<file path="src/rtl/i2s_tx_serializer.sv">
// I2S master transmitter: MCLK/SCLK/LRCLK generation, one-deep sample hold, MSB-first serialization.
// Define I2S_UNDRN_CNT_EN to add the saturating undrn_cnt[7:0] underrun event counter.
module i2s_tx_serializer #(
    parameter int IN_W = 16
) (
    input  logic                   clk,
    input  logic                   RST,
    input  logic signed [IN_W-1:0] lft_in,
    input  logic signed [IN_W-1:0] rht_in,
    input  logic                   wrt,
    output logic                   rdy,
    output logic                   frm_strt,
    output logic                   MCLK,
    output logic                   SCLK,
    output logic                   LRCLK,
    output logic                   SDin,
    output logic                   undrn
`ifdef I2S_UNDRN_CNT_EN
    ,
    output logic [7:0]             undrn_cnt
`endif
);

    logic [10:0]     cnt;
    logic [IN_W-1:0] hold_l, hold_r;
    logic [IN_W-1:0] act_l, act_r;
    logic [IN_W-1:0] act_l_next;
    logic            full;
    logic            armed;
    logic [31:0]     shreg;
    logic            frame_end;
    logic            right_start;
    logic            slot_end;

    // Slot 0 stays 0 for the I2S one-bit delay; the sample follows MSB-first.
    function automatic logic [31:0] slot_word(input logic [IN_W-1:0] s);
        logic [31:0] w;
        w = '0;
        w[30 -: IN_W] = s;
        return w;
    endfunction

    assign frame_end   = (cnt == 11'd2047);
    assign right_start = (cnt == 11'd1023);
    assign slot_end    = (cnt[4:0] == 5'd31);
    assign act_l_next  = (frame_end && full) ? hold_l : act_l;

    always_ff @(posedge clk or posedge RST) begin
        if (RST) begin
            cnt      <= '0;
            hold_l   <= '0;
            hold_r   <= '0;
            act_l    <= '0;
            act_r    <= '0;
            full     <= 1'b0;
            armed    <= 1'b0;
            frm_strt <= 1'b0;
            undrn    <= 1'b0;
            shreg    <= '0;
        end else begin
            cnt      <= cnt + 11'd1;
            frm_strt <= 1'b0;

            if (wrt) begin
                hold_l <= lft_in;
                hold_r <= rht_in;
            end

            // A write landing on the transfer edge refills hold, so full stays set.
            if (wrt)
                full <= 1'b1;
            else if (frame_end)
                full <= 1'b0;

            if (frame_end) begin
                if (full) begin
                    act_l    <= hold_l;
                    act_r    <= hold_r;
                    frm_strt <= 1'b1;
                    armed    <= 1'b1;
                end else if (armed) begin
                    undrn <= 1'b1;
                end
            end

            if (frame_end)
                shreg <= slot_word(act_l_next);
            else if (right_start)
                shreg <= slot_word(act_r);
            else if (slot_end)
                shreg <= {shreg[30:0], 1'b0};
        end
    end

`ifdef I2S_UNDRN_CNT_EN
    always_ff @(posedge clk or posedge RST) begin
        if (RST)
            undrn_cnt <= '0;
        else if (frame_end && !full && armed && (undrn_cnt != 8'hFF))
            undrn_cnt <= undrn_cnt + 8'd1;
    end
`endif

    // Clock outputs are counter flop bits, so they cannot glitch.
    assign MCLK  = cnt[1];
    assign SCLK  = cnt[4];
    assign LRCLK = cnt[10];
    assign SDin  = shreg[31];
    assign rdy   = ~full;

endmodule
</file>
<file path="config.mk">
export PLATFORM = sky130hd
export DESIGN_NAME = i2s_tx_serializer
export DESIGN_NICKNAME = d
export VERILOG_FILES = /design/src/rtl/i2s_tx_serializer.sv
export SDC_FILE = /design/constraint.sdc
export NUM_CORES = 1
export LEC_CHECK = 0
export CAP_MARGIN = 20
export CORE_MARGIN = 3
export CORE_UTILIZATION = 55
export CTS_BUF_LIST = sky130_fd_sc_hd__clkbuf_16
export DETAILED_ROUTE_END_ITERATION = 8
export PLACE_DENSITY_LB_ADDON = 0.15
export SYNTH_ARGS = -nofsm -noshare
export SYNTH_HDL_FRONTEND = slang
export SYNTH_SLANG_ARGS = --single-unit
export TNS_END_PERCENT = 100
</file>
<file path="constraint.sdc">
create_clock -name clk -period 5.05 [get_ports clk]
set_input_delay 1.01 -clock clk [delete_from_list [all_inputs] [get_ports clk]]
set_output_delay 1.01 -clock clk [all_outputs]
set_load 0.05 [all_outputs]
</file>
**Yosys cells after proc, flatten, opt, wreduce, memory -nomap -nowiden**

Cells that the tools add are included.

- Flip-flop bits (word level): 111
- Bits of input ports: 35
- Output and inout port bits: 7
- Word-level logic and storage cells: 28

- $add $sub $neg: 1
- Eq/ne operators: 3
- Multiplexer cells: 8
- Bitwise gates (word level): 1
- Reduce and logical (&&, ||, !) cells: 5

Operator list:

| cell | number |
|---|---|
| 2-to-1 mux 32 bit | 3 |
| 2-to-1 mux 16 bit | 1 |
| adder 11 x 1 -> 11 bit (second input constant) | 1 |
| == test 11 x 10 -> 1 bit (second input constant) | 1 |
| == test 11 bit (second input constant) | 1 |
| == test 5 bit (second input constant) | 1 |
| 2-to-1 mux 1 bit | 4 |
| AND reduction 3 bit | 1 |
| nonzero test 3 bit | 1 |
| AND reduction 2 bit | 1 |
| nonzero test 2 bit | 1 |
| logical AND 1 bit | 1 |
| NOT 1 bit | 1 |

**Depth between registers and ports, before layout**

Gate-level depths: netlist (run 1).

- Depth after elaboration: 4
- Depth in mapped cells: 7
- Mapped depth without buffers: 5

**Worst setup path before layout (run 1)**

No wires, ideal clock.

- Path type: flip-flop to flip-flop
- Start point: reg cnt[1]
- End point: reg shreg[16]
- Library setup time: 0.125 ns
- Data arrival time: 2.174 ns
- Data required time: 4.925 ns
- Slack: 2.752 ns
- Cell stages (with the launch flop): 8
- Path buffers: 2
- Period minus slack after synthesis: 2.298 ns
- Path through: dfrtp_1 > ha_1 > and3_1 > ha_1 > buf_2 > buf_2 > mux2_2 > mux2_2

- Longest elaborated chain between the ends: 4
- Elaborated cells between the ends (all ways): 8
- Classes of those cells: 3 x eq/ne; 3 x mux; 2 x reduce/logical

RTL lines:

| item | RTL line | text |
|---|---|---|
| from (decl) | 24 | `logic [10:0] cnt;` |
| from (signal assigned) | 61 | `cnt <= cnt + 11'd1;` |
| == test 11 bit | 43 | `assign frame_end = (cnt == 11'd2047);` |
| logical AND 1 bit | 46 | `assign act_l_next = (frame_end && full) ? hold_l : act_l;` |
| 2-to-1 mux 16 bit | 46 |  |
| 2-to-1 mux 32 bit | 86 | `if (frame_end)` |
| to (signal assigned) | 87 | `shreg <= slot_word(act_l_next);` |
| to (signal assigned) | 89 | `shreg <= slot_word(act_r);` |
| to (signal assigned) | 91 | `shreg <= {shreg[30:0], 1'b0};` |
| to (decl) | 30 | `logic [31:0] shreg;` |

Parallel ways exist; a longest one is shown, timed or not.
A chain may end at the register's enable or synchronous reset.

**Worst setup path in the final report (run 1)**

- Start point: reg full
- End point: out rdy

- Longest elaborated chain between the ends: 1

RTL lines:

| item | RTL line | text |
|---|---|---|
| from (decl) | 28 | `logic full;` |
| from (signal assigned) | 55 | `full <= 1'b0;` |
| from (signal assigned) | 71 | `full <= 1'b1;` |
| from (signal assigned) | 73 | `full <= 1'b0;` |
| NOT 1 bit (no line) | -- |  |
| to (decl) | 11 | `output logic rdy,` |

No other way between the ends.

==> flow_metrics.env, run 1 <==
export IMPL_status="complete, no violations"
export IMPL_p_switching_uw=346.5
export IMPL_cap_violations=0
export IMPL_drc_errors=0
export IMPL_p_clk_share_pct=41.5
export IMPL_num_antenna_cells=0
export IMPL_crit_family="buffers and inverters"
export IMPL_cp_max_fo=2
export IMPL_area_growth_pct=17.46
export IMPL_dp_hpwl_um=4373
export IMPL_final_cell_mix="dfrtp_1, mux2_2, clkdlybuf4s50_1"
export IMPL_root_buffer="clkbuf_16"
export IMPL_synthCells=294
export IMPL_grt_pass1_vias=2364
export IMPL_crit_buf_inv=2
export IMPL_drive_gt1_share_pct=34.91
export IMPL_drtAntennaViolNets=0
export IMPL_postCtsHoldBufs=0
export IMPL_endpoint_kind="primary output"
export IMPL_cts_resized=0
export IMPL_power_density_nw_per_um2=306.9
export IMPL_port_buffers=41
export IMPL_cts_sinks=96
export IMPL_cp_required_ns=4.04
export IMPL_wire_per_inst_um=15.78
export IMPL_crit_path_max_incr_delay_ns=0.81
export IMPL_setup_tns_ns=0
export IMPL_slowest_stage="clkdlybuf4s50_1"
export IMPL_syn_cell_area_um2=4250
export IMPL_peakVddDrop_mv=0.1997
export IMPL_synth_area_top_cells="dfrtp_1, mux2_2, mux2_4, mux2i_1, a21oi_1"
export IMPL_synth_top_area_share_pct=56.52
export IMPL_fin_worst_skew_ns=0.008655
export IMPL_start_kind="flip-flop"
export IMPL_drv_slew=0
export IMPL_fin_crit_ns=2.612
export IMPL_p_int_mw=1.186
export IMPL_ioPinCount=42
export IMPL_clk_pin_slew_ns=0.07
export IMPL_clk_path_buf_depth=2
export IMPL_numCtsBuffers=9
export IMPL_antenna_found_initial=0
export IMPL_synth_cell_types=25
export IMPL_holdWs_ns=0.4706
export IMPL_grt_setup_unrepaired="no"
export IMPL_die_x_um=93.91
export IMPL_post_cts_buffers=0
export IMPL_timing_final_crit_share_pct=51.73
export IMPL_finalSetupViolations=0
export IMPL_arrival_ns=1.60
export IMPL_worstMarginPinSlew_ns=0.9267
export IMPL_gr_total_overflow=0
export IMPL_core_um2=7370
export IMPL_dieArea_um2=8819
export IMPL_initial_core_util_pct=57.67
export IMPL_num_rows=31
export IMPL_cts_tree="yes"
export IMPL_viasPerCell=5.332
export IMPL_yosys_register_bits=96
export IMPL_final_common_cell="dfrtp_1"
export IMPL_grt_max_degree=59
export IMPL_hold_violations=0
export IMPL_crit_path_cell_trace="inv_1 > clkdlybuf4s50_1"
export IMPL_num_vias=2330
export IMPL_syn_nets=331
export IMPL_grt_pass1_wl_um=11860
export IMPL_grt_total_usage_pct=17.63
export IMPL_drt_iter0_markers=98
export IMPL_drt_total_wl_um=6896
export IMPL_fillers=557
export IMPL_avgSynthCellArea_um2=14.46
export IMPL_switching_share_pct=22.62
export IMPL_first_pass_iters=4
export IMPL_relSlewSlack_pct=38.22
export IMPL_seq_area_frac_synth_pct=56.52
export IMPL_crit_type="reg2out"
export IMPL_yosysTopAreaCell="dfrtp_1"
export IMPL_htreeDepth=3
export IMPL_seqPwrFrac_pct=53.0
export IMPL_clock_fmax_mhz=382.8
export IMPL_ys_warn_count=0
export IMPL_die_h_um=93.91
export IMPL_clk_latency_ns=0.34
export IMPL_finalNetCount=370
export IMPL_place_gp_congestion=0.6890
export IMPL_total_leakage_power_nw=2.526
export IMPL_combPwrFrac_pct=5.5
export IMPL_hold_path_class="reg2reg"
[flip-flops by register name, indices dropped and copies added (netlist names), 11 cells and up]
| register | count |
|---|---|
| cnt | 11 |
| act_l | 16 |
| shreg | 17 |
| act_r | 16 |
| hold_l | 16 |
| hold_r | 16 |
[synthesized netlist by cell type, drive strengths merged]
master / number
nand4: 2
nor2: 19
a41o: 1
ha: 2
nor2b: 1
mux2i: 17
mux2: 95
a21oi: 16
dfrtp: 96
a31oi: 1
nand2b: 1
clkbuf: 4
and4: 2
inv: 5
xor2: 5
buf: 13
xnor2: 3
nor3: 2
nand2: 3
and3: 3
nand3: 3
[per-stage QoR]
stage	setup WS [ns]	utilization, %	cells	total power [mW]	instance area [µm²]
after global routing	2.405	67.74	437	1.597	4992
after floorplan	1.535	-	294	0.8705	4250
after global placement	2.410	63.90	421	0.9096	4710
after detailed placement	2.380	63.90	421	0.9137	4710
final	2.438	67.74	437	1.532	4992
after CTS	2.422	67.74	437	1.548	4992
[cell type report]
type | count | area, µm² | share of cell area, %
Clock buffer | 9 | 225.2 | 4.511
Clock inverter | 7 | 57.56 | 1.153
Timing Repair Buffer | 45 | 440.4 | 8.822
Sequential cell | 96 | 2402 | 48.12
Tap cell | 99 | 123.9 | 2.481
Inverter | 5 | 20.02 | 0.4010
Multi-Input combinational cell | 176 | 1723 | 34.51
[worst reg2reg max path, cell delays in order, from the launching register on]
cell	delay, ns
dfrtp_1	0.40
ha_1	0.22
and3_1	0.16
ha_1	0.68
mux2_2	0.42
mux2_2	0.26
[cells by family after synthesis]
logic type | after synthesis | synth area share, %
adder cells (fa/ha/maj) | 2 | 0.5887
flip-flops | 96 | 56.52
AO/OA/AOI/OAI | 18 | 2.267
XOR/XNOR | 8 | 1.649
buffers and inverters | 22 | 2.944
multiplexers | 112 | 31.65
AND/OR/NAND/NOR | 36 | 4.386
[power by group through the flow]
stage	logic, mW	registers, mW	clock network (mW)
final	0.0844	0.812	0.636
after global routing	0.0936	0.815	0.688
after CTS	0.0869	0.812	0.649
after detailed placement	0.0866	0.827	0
after global placement	0.0845	0.825	0
after floorplan	0.0502	0.820	0
[path summary, 6_finish.rpt]
path / start / endpoint / slack, ns / cells after the start
setup reg to reg: cnt[0] / shreg[19] / 2.78 / 5
hold reg to reg: undrn / undrn / 0.47 / 1
max in group asynchronous: RST / hold_l[15] / 2.86 / 3
min in group asynchronous: RST / hold_r[0] / 1.06 / 2
setup / recovery: full / rdy / 2.44 / 2
hold / removal: undrn / undrn / 0.47 / 1
[metal layers]
layer | share of wire (%) | wire (µm) | GRT usage [%]
met3 | 4.2 | 289 | 4.888
met2 | 46 | 3174 | 26.37
met1 | 49 | 3362 | 24.95
met4 | 1.0 | 70 | 5.776
met5 | 0 | 0 | 0
No activity file was read; power rests on OpenSTA's default activity.
==> run 2: changes to the inputs <==
==> constraint.sdc (replaced) <==
create_clock -name clk -period 2.6 [get_ports clk]
set_input_delay 0.52 -clock clk [delete_from_list [all_inputs] [get_ports clk]]
set_output_delay 0.52 -clock clk [all_outputs]
set_load 0.05 [all_outputs]
==> run 2 against run 1 <==
Final cell count grew 0.69%. Via count barely moved. Sequential share of layout area decreased by 0.58 points. Critical path depth unchanged. Flip-flop and latch count stayed put. Cell area is 1.2% higher. Hold slack worse by 0.0037 ns.
==> flow_metrics.env, run 2 (synthesis results as in run 1) <==
export IMPL_status="complete, no violations"
export IMPL_cts_sinks=96
export IMPL_core_um2=7370
export IMPL_ioPinCount=42
export IMPL_arrival_ns=1.81
export IMPL_htreeDepth=3
export IMPL_setup_tns_ns=0
export IMPL_die_x_um=93.91
export IMPL_postCtsHoldBufs=0
export IMPL_peakVddDrop_mv=0.4203
export IMPL_drive_gt1_share_pct=35.48
export IMPL_final_common_cell="dfrtp_1"
export IMPL_largest_reg_flops=17
export IMPL_dpl_instance_area_um2=4757
export IMPL_grt_pass1_vias=2399
export IMPL_dieArea_um2=8819
export IMPL_drv_slew=0
export IMPL_crit_type="reg2out"
export IMPL_clk_path_buf_depth=2
export IMPL_worstMarginPinSlew_ns=0.6658
export IMPL_slowest_stage="clkdlybuf4s50_1"
export IMPL_place_gp_congestion=0.7199
export IMPL_drtAntennaViolNets=0
export IMPL_gr_total_overflow=0
export IMPL_drc_errors=0
export IMPL_start_kind="flip-flop"
export IMPL_root_buffer="clkbuf_16"
export IMPL_grt_setup_unrepaired="no"
export IMPL_clk_pin_slew_ns=0.06
export IMPL_initial_core_util_pct=57.67
export IMPL_worst_r2r_cell_count=3
export IMPL_grt_pass1_wl_um=12110
export IMPL_total_power_mw=3.055
export IMPL_clk_latency_ns=0.34
export IMPL_grt_total_usage_pct=17.90
export IMPL_antenna_found_initial=0
export IMPL_first_pass_iters=3
export IMPL_port_buffers=41
export IMPL_fillers=542
export IMPL_area_growth_pct=18.90
export IMPL_crit_path_max_incr_delay_ns=0.82
export IMPL_timing_final_crit_share_pct=89.69
export IMPL_clock_fmax_mhz=428.9
export IMPL_hold_path_class="reg2reg"
export IMPL_num_rows=31
export IMPL_fin_ws_ns=0.2682
export IMPL_viasPerCell=5.300
export IMPL_multi_input_area_um2=1723
export IMPL_dp_hpwl_um=4652
export IMPL_die_h_um=93.91
export IMPL_endpoint_kind="primary output"
export IMPL_design_area_um2=5054
export IMPL_cts_resized=0
export IMPL_cap_violations=0
export IMPL_post_cts_buffers=0
export IMPL_drt_total_wl_um=7005
export IMPL_num_antenna_cells=0
export IMPL_fin_crit_ns=2.332
export IMPL_cts_tree="yes"
export IMPL_largest_register="shreg"
export IMPL_hold_violations=0
export IMPL_seqCellArea_um2=2402
export IMPL_numCtsBuffers=9
export IMPL_grt_max_degree=37
export IMPL_crit_path_cell_trace="inv_1 > clkdlybuf4s50_1"
export IMPL_power_density_nw_per_um2=604.6
export IMPL_final_cell_mix="dfrtp_1, mux2_2, clkdlybuf4s50_1"
export IMPL_drt_iter0_markers=84
export IMPL_num_vias=2332
export IMPL_total_leakage_power_nw=2.555
export IMPL_wire_per_inst_um=15.92
export IMPL_place_ws_ns=0.6066
export IMPL_cp_max_fo=7
export IMPL_holdPathStages=1
export IMPL_relSlewSlack_pct=55.61
export IMPL_fin_worst_skew_ns=0.007134
export IMPL_finalSetupViolations=0
export IMPL_finalNetCount=373
export IMPL_cp_required_ns=2.08
==> run 2: through the flow <==
stage	util [%]	cells	hold slack, ns
2_1_floorplan	-	294	0.4351
3_3_place_gp	64.55	424	0.4527
3_5_place_dp	64.55	424	0.4577
4_1_cts	68.57	440	0.4695
5_1_grt	68.57	440	0.4752
6_report	68.57	440	0.4669
==> run 2: layer usage <==
metal	share of wire, %	routed length (µm)	vias up	global-route usage [%]
met5	0	0	-	0
met4	1.2	87	0	5.415
met3	3.7	262	9	5.128
met2	45	3124	34	26.91
met1	50	3530	1167	25.29
li1	-	-	1122	-
==> run 2: final timing paths <==
| path | from | to | slack (ns) |
|---|---|---|---|
| max | full | rdy | 0.27 |
| min | undrn | undrn | 0.47 |
| max reg2reg | full | act_l[3] | 0.61 |
| min reg2reg | undrn | undrn | 0.47 |
| max in group asynchronous | RST | shreg[19] | 1.41 |
| min in group asynchronous | RST | cnt[1] | 0.61 |
==> run 2: cell type report <==
| cell class | count | share of cell area [%] |
|---|---|---|
| flip-flops and latches | 96 | 47.54 |
| multi-input cells | 176 | 34.09 |
| clock buffers | 9 | 4.457 |
| repair buffers | 48 | 9.606 |
| inverters | 5 | 0.4457 |
| clock inverters | 7 | 1.411 |
| well taps | 99 | 2.451 |
==> run 2: worst max-delay path: cells and delay by family (launching register included) <==
kind / cells / cell delay [ns]
buffers and inverters: 2 / 0.96
DFF: 1 / 0.51
==> run 2: power breakdown <==
part / switching (mW) / leakage [nW] / internal, mW
logic: 0.0651 / 1.16 / 0.105
registers: 0.0346 / 1.25 / 1.54
clock network: 0.560 / 0.145 / 0.747
==> run 3: changes to the inputs <==
--- a/config.mk
+++ b/config.mk
@@ -5,7 +5,7 @@
 export SDC_FILE = /design/constraint.sdc
 export NUM_CORES = 1
 export LEC_CHECK = 0
-export CAP_MARGIN = 20
+export CAP_MARGIN = 30
 export CORE_MARGIN = 3
 export CORE_UTILIZATION = 55
 export CTS_BUF_LIST = sky130_fd_sc_hd__clkbuf_16
==> results of run 3 <==
The final DEF is identical to that of run 2; final timing and power are the same.
